==> src/rtl/cpu_pkg.sv <==
// Shared CPU definitions: controller states, opcodes, bus select codes and widths.
// Imported by the control unit, ALU and instruction register.
package cpu_pkg;

  localparam int unsigned word_size = 8;
  localparam int unsigned opcode_w  = 4;
  localparam int unsigned reg_sel_w = 2;
  localparam int unsigned num_regs  = 4;
  localparam int unsigned sel1_w    = 3;
  localparam int unsigned sel2_w    = 2;

  typedef enum logic [3:0] {
    S_IDLE = 4'd0,
    S_FET1 = 4'd1,
    S_FET2 = 4'd2,
    S_DEC  = 4'd3,
    S_EX1  = 4'd4,
    S_RD1  = 4'd5,
    S_RD2  = 4'd6,
    S_WR1  = 4'd7,
    S_WR2  = 4'd8,
    S_BR1  = 4'd9,
    S_BR2  = 4'd10,
    S_HALT = 4'd11
  } state_t;

  localparam logic [opcode_w-1:0] OP_NOP = 4'd0;
  localparam logic [opcode_w-1:0] OP_ADD = 4'd1;
  localparam logic [opcode_w-1:0] OP_SUB = 4'd2;
  localparam logic [opcode_w-1:0] OP_AND = 4'd3;
  localparam logic [opcode_w-1:0] OP_NOT = 4'd4;
  localparam logic [opcode_w-1:0] OP_RD  = 4'd5;
  localparam logic [opcode_w-1:0] OP_WR  = 4'd6;
  localparam logic [opcode_w-1:0] OP_BR  = 4'd7;
  localparam logic [opcode_w-1:0] OP_BRZ = 4'd8;

  localparam logic [sel1_w-1:0] SEL1_PC   = 3'd4;
  localparam logic [sel2_w-1:0] SEL2_ALU  = 2'd0;
  localparam logic [sel2_w-1:0] SEL2_BUS1 = 2'd1;
  localparam logic [sel2_w-1:0] SEL2_MEM  = 2'd2;

  // One-hot register-file load strobe for a 2-bit register index.
  function automatic logic [num_regs-1:0] reg_onehot(input logic [reg_sel_w-1:0] idx);
    return num_regs'(1) << idx;
  endfunction

endpackage

==> src/rtl/control_unit_if.sv <==
// Control unit <-> datapath bundle: instruction/flag inputs and all datapath strobes.
interface control_unit_if;
  import cpu_pkg::*;

  logic [word_size-1:0] instruction;
  logic                 zero;
  logic [num_regs-1:0]  load_r;
  logic                 load_pc;
  logic                 inc_pc;
  logic                 load_ir;
  logic                 load_add_r;
  logic                 load_reg_y;
  logic                 load_reg_z;
  logic [sel1_w-1:0]    sel_bus1;
  logic [sel2_w-1:0]    sel_bus2;
  logic                 write;
  logic                 halted;

  modport master (
    input  instruction, zero,
    output load_r, load_pc, inc_pc, load_ir, load_add_r, load_reg_y, load_reg_z,
           sel_bus1, sel_bus2, write, halted
  );

  modport slave (
    output instruction, zero,
    input  load_r, load_pc, inc_pc, load_ir, load_add_r, load_reg_y, load_reg_z,
           sel_bus1, sel_bus2, write, halted
  );
endinterface

==> src/rtl/control_unit.sv <==
// Fetch/decode/execute sequencer for the 8-bit CPU; strobes are decoded
// combinationally from state, instruction and zero flag.
module control_unit
  import cpu_pkg::*;
(
  input  logic            clk,
  input  logic            rst,
  control_unit_if.master  cu
);

  state_t state, next_state;

  logic [opcode_w-1:0]  opcode;
  logic [reg_sel_w-1:0] src;
  logic [reg_sel_w-1:0] dest;

  assign opcode = cu.instruction[7:4];
  assign src    = cu.instruction[3:2];
  assign dest   = cu.instruction[1:0];

  always_ff @(posedge clk or negedge rst) begin
    if (!rst) state <= S_IDLE;
    else      state <= next_state;
  end

  always_comb begin
    next_state    = state;
    cu.load_r     = '0;
    cu.load_pc    = 1'b0;
    cu.inc_pc     = 1'b0;
    cu.load_ir    = 1'b0;
    cu.load_add_r = 1'b0;
    cu.load_reg_y = 1'b0;
    cu.load_reg_z = 1'b0;
    cu.sel_bus1   = '0;
    cu.sel_bus2   = '0;
    cu.write      = 1'b0;
    cu.halted     = 1'b0;

    unique case (state)
      S_IDLE: next_state = S_FET1;
      S_FET1: begin
        cu.sel_bus1   = SEL1_PC;
        cu.sel_bus2   = SEL2_BUS1;
        cu.load_add_r = 1'b1;
        cu.inc_pc     = 1'b1;
        next_state    = S_FET2;
      end
      S_FET2: begin
        cu.sel_bus2 = SEL2_MEM;
        cu.load_ir  = 1'b1;
        next_state  = S_DEC;
      end
      S_DEC: begin
        case (opcode)
          OP_NOP: next_state = S_FET1;
          OP_ADD, OP_SUB, OP_AND: begin
            cu.sel_bus1   = sel1_w'(src);
            cu.load_reg_y = 1'b1;
            next_state    = S_EX1;
          end
          OP_NOT: begin
            cu.sel_bus1   = sel1_w'(src);
            cu.sel_bus2   = SEL2_ALU;
            cu.load_reg_z = 1'b1;
            cu.load_r     = reg_onehot(dest);
            next_state    = S_FET1;
          end
          OP_RD, OP_WR, OP_BR, OP_BRZ: begin
            // Untaken BRZ only steps the PC over its address byte.
            if (opcode == OP_BRZ && !cu.zero) begin
              cu.inc_pc  = 1'b1;
              next_state = S_FET1;
            end else begin
              cu.sel_bus1   = SEL1_PC;
              cu.sel_bus2   = SEL2_BUS1;
              cu.load_add_r = 1'b1;
              if      (opcode == OP_RD) next_state = S_RD1;
              else if (opcode == OP_WR) next_state = S_WR1;
              else                      next_state = S_BR1;
            end
          end
          default: next_state = S_HALT;
        endcase
      end
      S_EX1: begin
        cu.sel_bus1   = sel1_w'(dest);
        cu.sel_bus2   = SEL2_ALU;
        cu.load_reg_z = 1'b1;
        cu.load_r     = reg_onehot(dest);
        next_state    = S_FET1;
      end
      S_RD1, S_WR1: begin
        cu.sel_bus2   = SEL2_MEM;
        cu.load_add_r = 1'b1;
        cu.inc_pc     = 1'b1;
        next_state    = (state == S_RD1) ? S_RD2 : S_WR2;
      end
      S_RD2: begin
        cu.sel_bus2 = SEL2_MEM;
        cu.load_r   = reg_onehot(dest);
        next_state  = S_FET1;
      end
      S_WR2: begin
        cu.sel_bus1 = sel1_w'(src);
        cu.write    = 1'b1;
        next_state  = S_FET1;
      end
      S_BR1: begin
        cu.sel_bus2   = SEL2_MEM;
        cu.load_add_r = 1'b1;
        next_state    = S_BR2;
      end
      S_BR2: begin
        cu.sel_bus2 = SEL2_MEM;
        cu.load_pc  = 1'b1;
        next_state  = S_FET1;
      end
      S_HALT: cu.halted = 1'b1;
      default: next_state = S_IDLE;
    endcase
  end

endmodule

==> src/flat_wrapper.sv <==
// flat-port wrapper written by rule: the top's interface ports become plain ports
module control_unit_flat import cpu_pkg::*;
  (clk, rst, cu_instruction, cu_zero, cu_load_r, cu_load_pc, cu_inc_pc, cu_load_ir, cu_load_add_r, cu_load_reg_y, cu_load_reg_z, cu_sel_bus1, cu_sel_bus2, cu_write, cu_halted);
  control_unit_if cu_i ();
  input  logic clk;
  input  logic rst;
  input wire logic [$bits(cu_i.instruction)-1:0] cu_instruction;
  input wire logic [$bits(cu_i.zero)-1:0] cu_zero;
  output wire logic [$bits(cu_i.load_r)-1:0] cu_load_r;
  output wire logic [$bits(cu_i.load_pc)-1:0] cu_load_pc;
  output wire logic [$bits(cu_i.inc_pc)-1:0] cu_inc_pc;
  output wire logic [$bits(cu_i.load_ir)-1:0] cu_load_ir;
  output wire logic [$bits(cu_i.load_add_r)-1:0] cu_load_add_r;
  output wire logic [$bits(cu_i.load_reg_y)-1:0] cu_load_reg_y;
  output wire logic [$bits(cu_i.load_reg_z)-1:0] cu_load_reg_z;
  output wire logic [$bits(cu_i.sel_bus1)-1:0] cu_sel_bus1;
  output wire logic [$bits(cu_i.sel_bus2)-1:0] cu_sel_bus2;
  output wire logic [$bits(cu_i.write)-1:0] cu_write;
  output wire logic [$bits(cu_i.halted)-1:0] cu_halted;
  assign cu_i.instruction = cu_instruction;
  assign cu_i.zero = cu_zero;
  assign cu_load_r = cu_i.load_r;
  assign cu_load_pc = cu_i.load_pc;
  assign cu_inc_pc = cu_i.inc_pc;
  assign cu_load_ir = cu_i.load_ir;
  assign cu_load_add_r = cu_i.load_add_r;
  assign cu_load_reg_y = cu_i.load_reg_y;
  assign cu_load_reg_z = cu_i.load_reg_z;
  assign cu_sel_bus1 = cu_i.sel_bus1;
  assign cu_sel_bus2 = cu_i.sel_bus2;
  assign cu_write = cu_i.write;
  assign cu_halted = cu_i.halted;
  control_unit u_core (.clk(clk), .rst(rst), .cu(cu_i));
endmodule
==> config.mk <==
export PLATFORM = sky130hd
export DESIGN_NAME = control_unit_flat
export DESIGN_NICKNAME = d
export VERILOG_FILES = /design/src/rtl/cpu_pkg.sv /design/src/rtl/control_unit_if.sv /design/src/rtl/control_unit.sv /design/src/flat_wrapper.sv
export SDC_FILE = /design/constraint.sdc
export NUM_CORES = 1
export LEC_CHECK = 0
export CORE_MARGIN = 10
export CORE_UTILIZATION = 30
export CTS_CLUSTER_SIZE = 16
export DETAILED_ROUTE_END_ITERATION = 10
export MAX_ROUTING_LAYER = met4
export PLACE_DENSITY = 0.66
export SLEW_MARGIN = 20
export SYNTH_ARGS = -nofsm -noshare
export SYNTH_HDL_FRONTEND = slang
export SYNTH_SLANG_ARGS = --single-unit
==> constraint.sdc <==
create_clock -name clk -period 1.58 [get_ports clk]
set_input_delay 0.395 -clock clk [delete_from_list [all_inputs] [get_ports clk]]
set_output_delay 0.395 -clock clk [all_outputs]
set_load 0.01 [all_outputs]
* Word-level counts from Yosys, hierarchy flattened
Index checks and enable logic that the tools add are counted.
** Word-level totals
- Bits in registers :: 4
- Bits of input ports :: 11
- Output and inout port bits :: 17
- Word-level logic and storage cells :: 63
** Cells by class
- Equal/unequal tests :: 19
- Shifts and indexed selects :: 1
- Muxes and demuxes :: 28
- Reduce and logical (&&, ||, !) cells :: 14
** Operators by type and width (number)
- equality test 4 x 3 -> 1 bit (second input constant) :: 8
- one-hot mux 4 bit (7 select lines) :: 1
- equality test 4 bit (second input constant) :: 5
- 2-to-1 mux 4 bit :: 5
- equality test 4 x 2 -> 1 bit (second input constant) :: 4
- 2-to-1 mux 1 bit :: 12
- one-hot mux 3 bit (4 select lines) :: 1
- one-hot mux 4 bit (3 select lines) :: 1
- OR reduction 4 bit :: 3
- equality test 4 x 1 -> 1 bit (second input constant) :: 2
- zero test 4 bit :: 2
- one-hot mux 4 bit (2 select lines) :: 1
- one-hot mux 1 bit (2 select lines) :: 3
- one-hot mux 2 bit (3 select lines) :: 1
- one-hot mux 3 bit (2 select lines) :: 1
- OR reduction 2 bit :: 3
- OR reduction 3 bit :: 2
- OR reduction 6 bit :: 1
- OR reduction 5 bit :: 1
- << shifter 1 x 2 -> 4 bit (first input constant) :: 1
- 2-to-1 mux 3 bit :: 1
- 2-to-1 mux 2 bit :: 1
- logical AND 1 bit :: 1
- zero test 1 bit :: 1

* Longest topological paths before layout
- Word-level depth :: 6
- Mapped depth :: 5
- Mapped depth without buffers :: 3

* Least setup slack after synthesis
No wires, ideal clock.
- Path kind :: input -> output
- Start point :: in cu_instruction[6]
- End point :: out cu_load_r[0]
- Data arrival time :: 1211 ps
- Data required time :: 1185 ps
- Path slack :: -26 ps
- Stages :: 4
- Path buffers :: 1
- Path through :: buf_4 -> nor2b_4 -> a41oi_2 -> nor4_1
** Between the ends
- Cells in the longest elaborated chain, start to end :: 3
** Ends and longest elaborated chain
- from (decl) :: RTL line flat_wrapper.sv:7 : input wire logic [$bits(cu_i.instruction)-1:0] cu_instruction;
- equality test 4 x 3 -> 1 bit :: RTL line control_unit.sv:55 : case (opcode)
- 2-to-1 mux 4 bit :: RTL line control_unit.sv:55
- one-hot mux 4 bit (2 select lines) :: RTL line control_unit.sv:40 : unique case (state)
- to (decl) :: RTL line flat_wrapper.sv:9 : output wire logic [$bits(cu_i.load_r)-1:0] cu_load_r;
No other way between the ends.

* Worst setup path in the final report
- Start point :: reg u_core.state[2]
- End point :: out cu_load_r[3]
** Between the ends
- Cells in the longest elaborated chain, start to end :: 3
- Elaborated cells on any way between the ends :: 5
- Classes of those cells :: eq/ne: 3; mux: 1; reduce/logical: 1
** Ends and longest elaborated chain
- from (decl) :: RTL line control_unit.sv:11 : state_t state, next_state;
- from (signal assigned) :: RTL line control_unit.sv:23 : else state <= next_state;
- equality test 4 x 3 -> 1 bit :: RTL line control_unit.sv:40
- OR reduction 2 bit (no line)
- one-hot mux 4 bit (2 select lines) * :: RTL line control_unit.sv:40
Mark *: on every way between the ends. The rest lies on a longest branch, timed or not.

==> impl_metrics.env <==
export IMPL_reg2regPathDepth=7
export IMPL_regMostFlops="u_core.state"
export IMPL_violations="setup timing"
export IMPL_worst_hold_path_type="in -> async"
export IMPL_fp_coreArea_mm2=0.00192
export IMPL_period_needed_ns=1.99
export IMPL_worstSetupPathType="reg -> out"
export IMPL_crit_path_max_incr_delay_ns=0.47
export IMPL_primary_flip_flop_cell_chosen_by_synthesis_mapping="sky130_fd_sc_hd__dfrtp_1"
export IMPL_synth_largest_area_cell="sky130_fd_sc_hd__dfrtp_1"
export IMPL_power_per_cell_area_mw_per_mm2=1610
export IMPL_design_final_nets=152
export IMPL_drc=0
export IMPL_hold_buffers=0
export IMPL_rows=16
export IMPL_cellLeakagePower_uw=0.000592
export IMPL_ys_warnings_count=0
export IMPL_largest_reg_flops=4
export IMPL_number_of_h_tree_levels=1
export IMPL_wl_per_cell_um=16.9
export IMPL_numPlacedInstances=149
export IMPL_drv_cap=0
export IMPL_cts_buffers_inserted=3
export IMPL_outcome="finished, violations left"
export IMPL_timing_final_setup_violations=18
export IMPL_dpl_hpwl_um=1790
export IMPL_reg2reg_setup_slack_ns=-0.03
export IMPL_slew_at_the_pin_with_the_worst_max_slew_slack_ns=0.261
export IMPL_layout_cells_most_common_list="sky130_fd_sc_hd__buf_4, sky130_fd_sc_hd__buf_6, sky130_fd_sc_hd__buf_2"
export IMPL_slew_limit_headroom_pct=82.5
export IMPL_layout_commonest_cell="sky130_fd_sc_hd__buf_4"
export IMPL_fmax_mhz=504
export IMPL_floorplan_initialDensity_pct=30.9
export IMPL_hold_violations=0
export IMPL_top_regs="u_core.state (4)"
export IMPL_gp_routability_congestion=0.902
export IMPL_post_synth_edffs=0
export IMPL_grt_pass1_wl_um=4220
export IMPL_cts_sink_count=4
export IMPL_fin_worst_setup_slack_ns=-0.405
export IMPL_floorplan_io_pins=28
export IMPL_antenna_found_initial=0
export IMPL_r2r_start="u_core.state[2]"
export IMPL_post_synth_instance_area_um2=593
export IMPL_drt_iter0_drc=24
export IMPL_min_period_over_period_pct=126
export IMPL_antenna_left=0
export IMPL_cpLargestDelayFamily="flip-flops"
export IMPL_grt_util_all_layers_pct=12.7
export IMPL_worstPathRequired_ns=1.18
export IMPL_worstSetupEndpointType="primary output"
export IMPL_num_fill_cells=151
export IMPL_grt_pass1_vias=950
export IMPL_finClkSkew_ns=0.0148
export IMPL_root_buffer_cell="sky130_fd_sc_hd__clkbuf_4"
export IMPL_grt_setup_unrepaired="true"
export IMPL_mappedNetlistNets=87
export IMPL_register_bit_count_reported_by_yosys=4
export IMPL_critical_path_n_buffers_inverters=2
export IMPL_routed_via_density=5.23
export IMPL_syn_to_final_growth_pct=122
export IMPL_post_synth_top_area_fraction_pct=16.9
export IMPL_design_area_mm2=0.00132
export IMPL_crit_path_cell_trace="buf_6 > nor2b_4 > a41oi_4 > and3b_1 > buf_2"
export IMPL_timing_critical_path_from_type="register"
export IMPL_timing_critical_path_fanout_max=6
export IMPL_clock_path_buffers=2
export IMPL_netlist_top_cells_area="sky130_fd_sc_hd__dfrtp_1, sky130_fd_sc_hd__nand2b_1, sky130_fd_sc_hd__nor2b_1"
export IMPL_path_clk_slew_ns=0.05
export IMPL_cell_at_the_slowest_stage_of_the_critical_path="sky130_fd_sc_hd__dfrtp_2"
export IMPL_dpl_instance_area_mm2=0.00105
export IMPL_peakVddDrop_v=0.00102
export IMPL_synth_yosys_seq_area_share_pct=16.9
export IMPL_post_route_cells_drive_above_1_share_pct=69.1
export IMPL_dieHeight_um=64.5
export IMPL_place_port_buffers=27
export IMPL_syn_mean_instance_area_um2=7.80
export IMPL_drt_pass1_iter_count=4
export IMPL_route_vias_total=868
export IMPL_number_of_distinct_standard_cells_referenced_by_the_synthesized_netlist=37
export IMPL_worst_ep_arrival_time_ns=1.59
export IMPL_timing_final_max_slew_violations=0
export IMPL_post_synth_inst_count=76
export IMPL_ys_async_sr_fraction_pct=100
export IMPL_grt_max_degree=11
export IMPL_clock_latency_ns=0.25
export IMPL_end_of_the_worst_register_to_register_path="u_core.state[2]"
export IMPL_antenna_cells_inserted=0
export IMPL_global_route_overflow_total=0
export IMPL_wl_um=2810
export IMPL_die_width_um=64.5
export IMPL_fp_dieArea_mm2=0.00416
export IMPL_cts_tree="done"
export IMPL_non_filler_instance_count_after_layout=166
## power by group
group / internal, uW / switching [uW]
combinational: 937 / 792
clock: 85.9 / 54.9
sequential: 153 / 92.6
total: 1180 / 940
## logic make-up (layout without fill, tap and decap cells)
kind of cell | after synthesis | in the layout | synth area share, %
flip-flops | 4 | 4 | 16.9
XOR/XNOR | 1 | 1 | 1.48
AND/OR/NAND/NOR | 40 | 40 | 44.3
buffers and inverters | 8 | 71 | 8.02
AO/OA/AOI/OAI | 23 | 23 | 29.3
## layout make-up
class,count,area (um2),share of cell area (%)
Inverter,1,3.75,0.285
Sequential cell,4,103,7.80
Clock buffer,3,22.5,1.71
Timing Repair Buffer,67,546,41.5
Multi-Input combinational cell,64,607,46.1
Tap cell,27,33.8,2.57
## repair_timing
action,4_1_cts,5_1_grt
endpoints found under the setup margin,17,18
resized for setup,110,23
hold endpoints to repair,0,0
pin swaps,14,8
buffers inserted,11,4
## worst max path at each step
stage	start	endpoint	slack (ns)	depth (start not counted)
final	u_core.state[2]	cu_load_r[3]	-0.41	5
after global placement	cu_instruction[7]	cu_load_r[1]	-0.88	5
after CTS	u_core.state[2]	cu_load_r[3]	-0.36	5
after floorplan	cu_instruction[6]	cu_load_r[2]	-0.007	4
after global routing	u_core.state[2]	cu_load_r[3]	-0.44	5
after detailed placement	cu_instruction[7]	cu_load_r[2]	-0.97	5
## per-stage QoR
stage | hold slack, ns | TNS, ns | total power [uW] | setup WS, ns | util, %
after floorplan | 0.0994 | -0.00706 | 823 | -0.00706 | -
after global routing | 0.350 | -5.56 | 2240 | -0.436 | 68.4
after detailed placement | 0.603 | -12.78 | 1510 | -0.972 | 54.9
final | 0.338 | -4.63 | 2120 | -0.405 | 68.4
after CTS | 0.336 | -4.08 | 1880 | -0.362 | 63.8
after global placement | 0.599 | -12.06 | 1500 | -0.883 | 54.9
## worst reg2reg max path, cell delays in order (launching register included)
cell	delay, ns
sky130_fd_sc_hd__dfrtp_2	0.46
sky130_fd_sc_hd__nand2b_1	0.21
sky130_fd_sc_hd__nor3_4	0.05
sky130_fd_sc_hd__buf_4	0.15
sky130_fd_sc_hd__buf_4	0.13
sky130_fd_sc_hd__buf_4	0.13
sky130_fd_sc_hd__buf_4	0.12
sky130_fd_sc_hd__a32o_1	0.24
## synth_stat cells (all sizes together), types with 2 or more instances
| cell type | n |
|---|---|
| a21oi | 2 |
| o21a | 2 |
| a41oi | 2 |
| nor2b | 8 |
| nor2 | 6 |
| o21ai | 4 |
| nor3 | 4 |
| dfrtp | 4 |
| nor4 | 2 |
| o31ai | 2 |
| nor3b | 2 |
| nand3 | 2 |
| buf | 7 |
| nand2b | 6 |
| a31oi | 3 |
| a22o | 2 |
| a32o | 3 |
| nand2 | 4 |
## per-layer routing
layer / global-route usage, % / routed length [um] / share of wire (%)
met5: - / 0 / 0
met4: 5.88 / 65 / 2.3
met3: 2.92 / 120 / 4.3
met2: 23.4 / 1500 / 53
met1: 12.4 / 1120 / 40
Power figures use the tool's default switching activity.
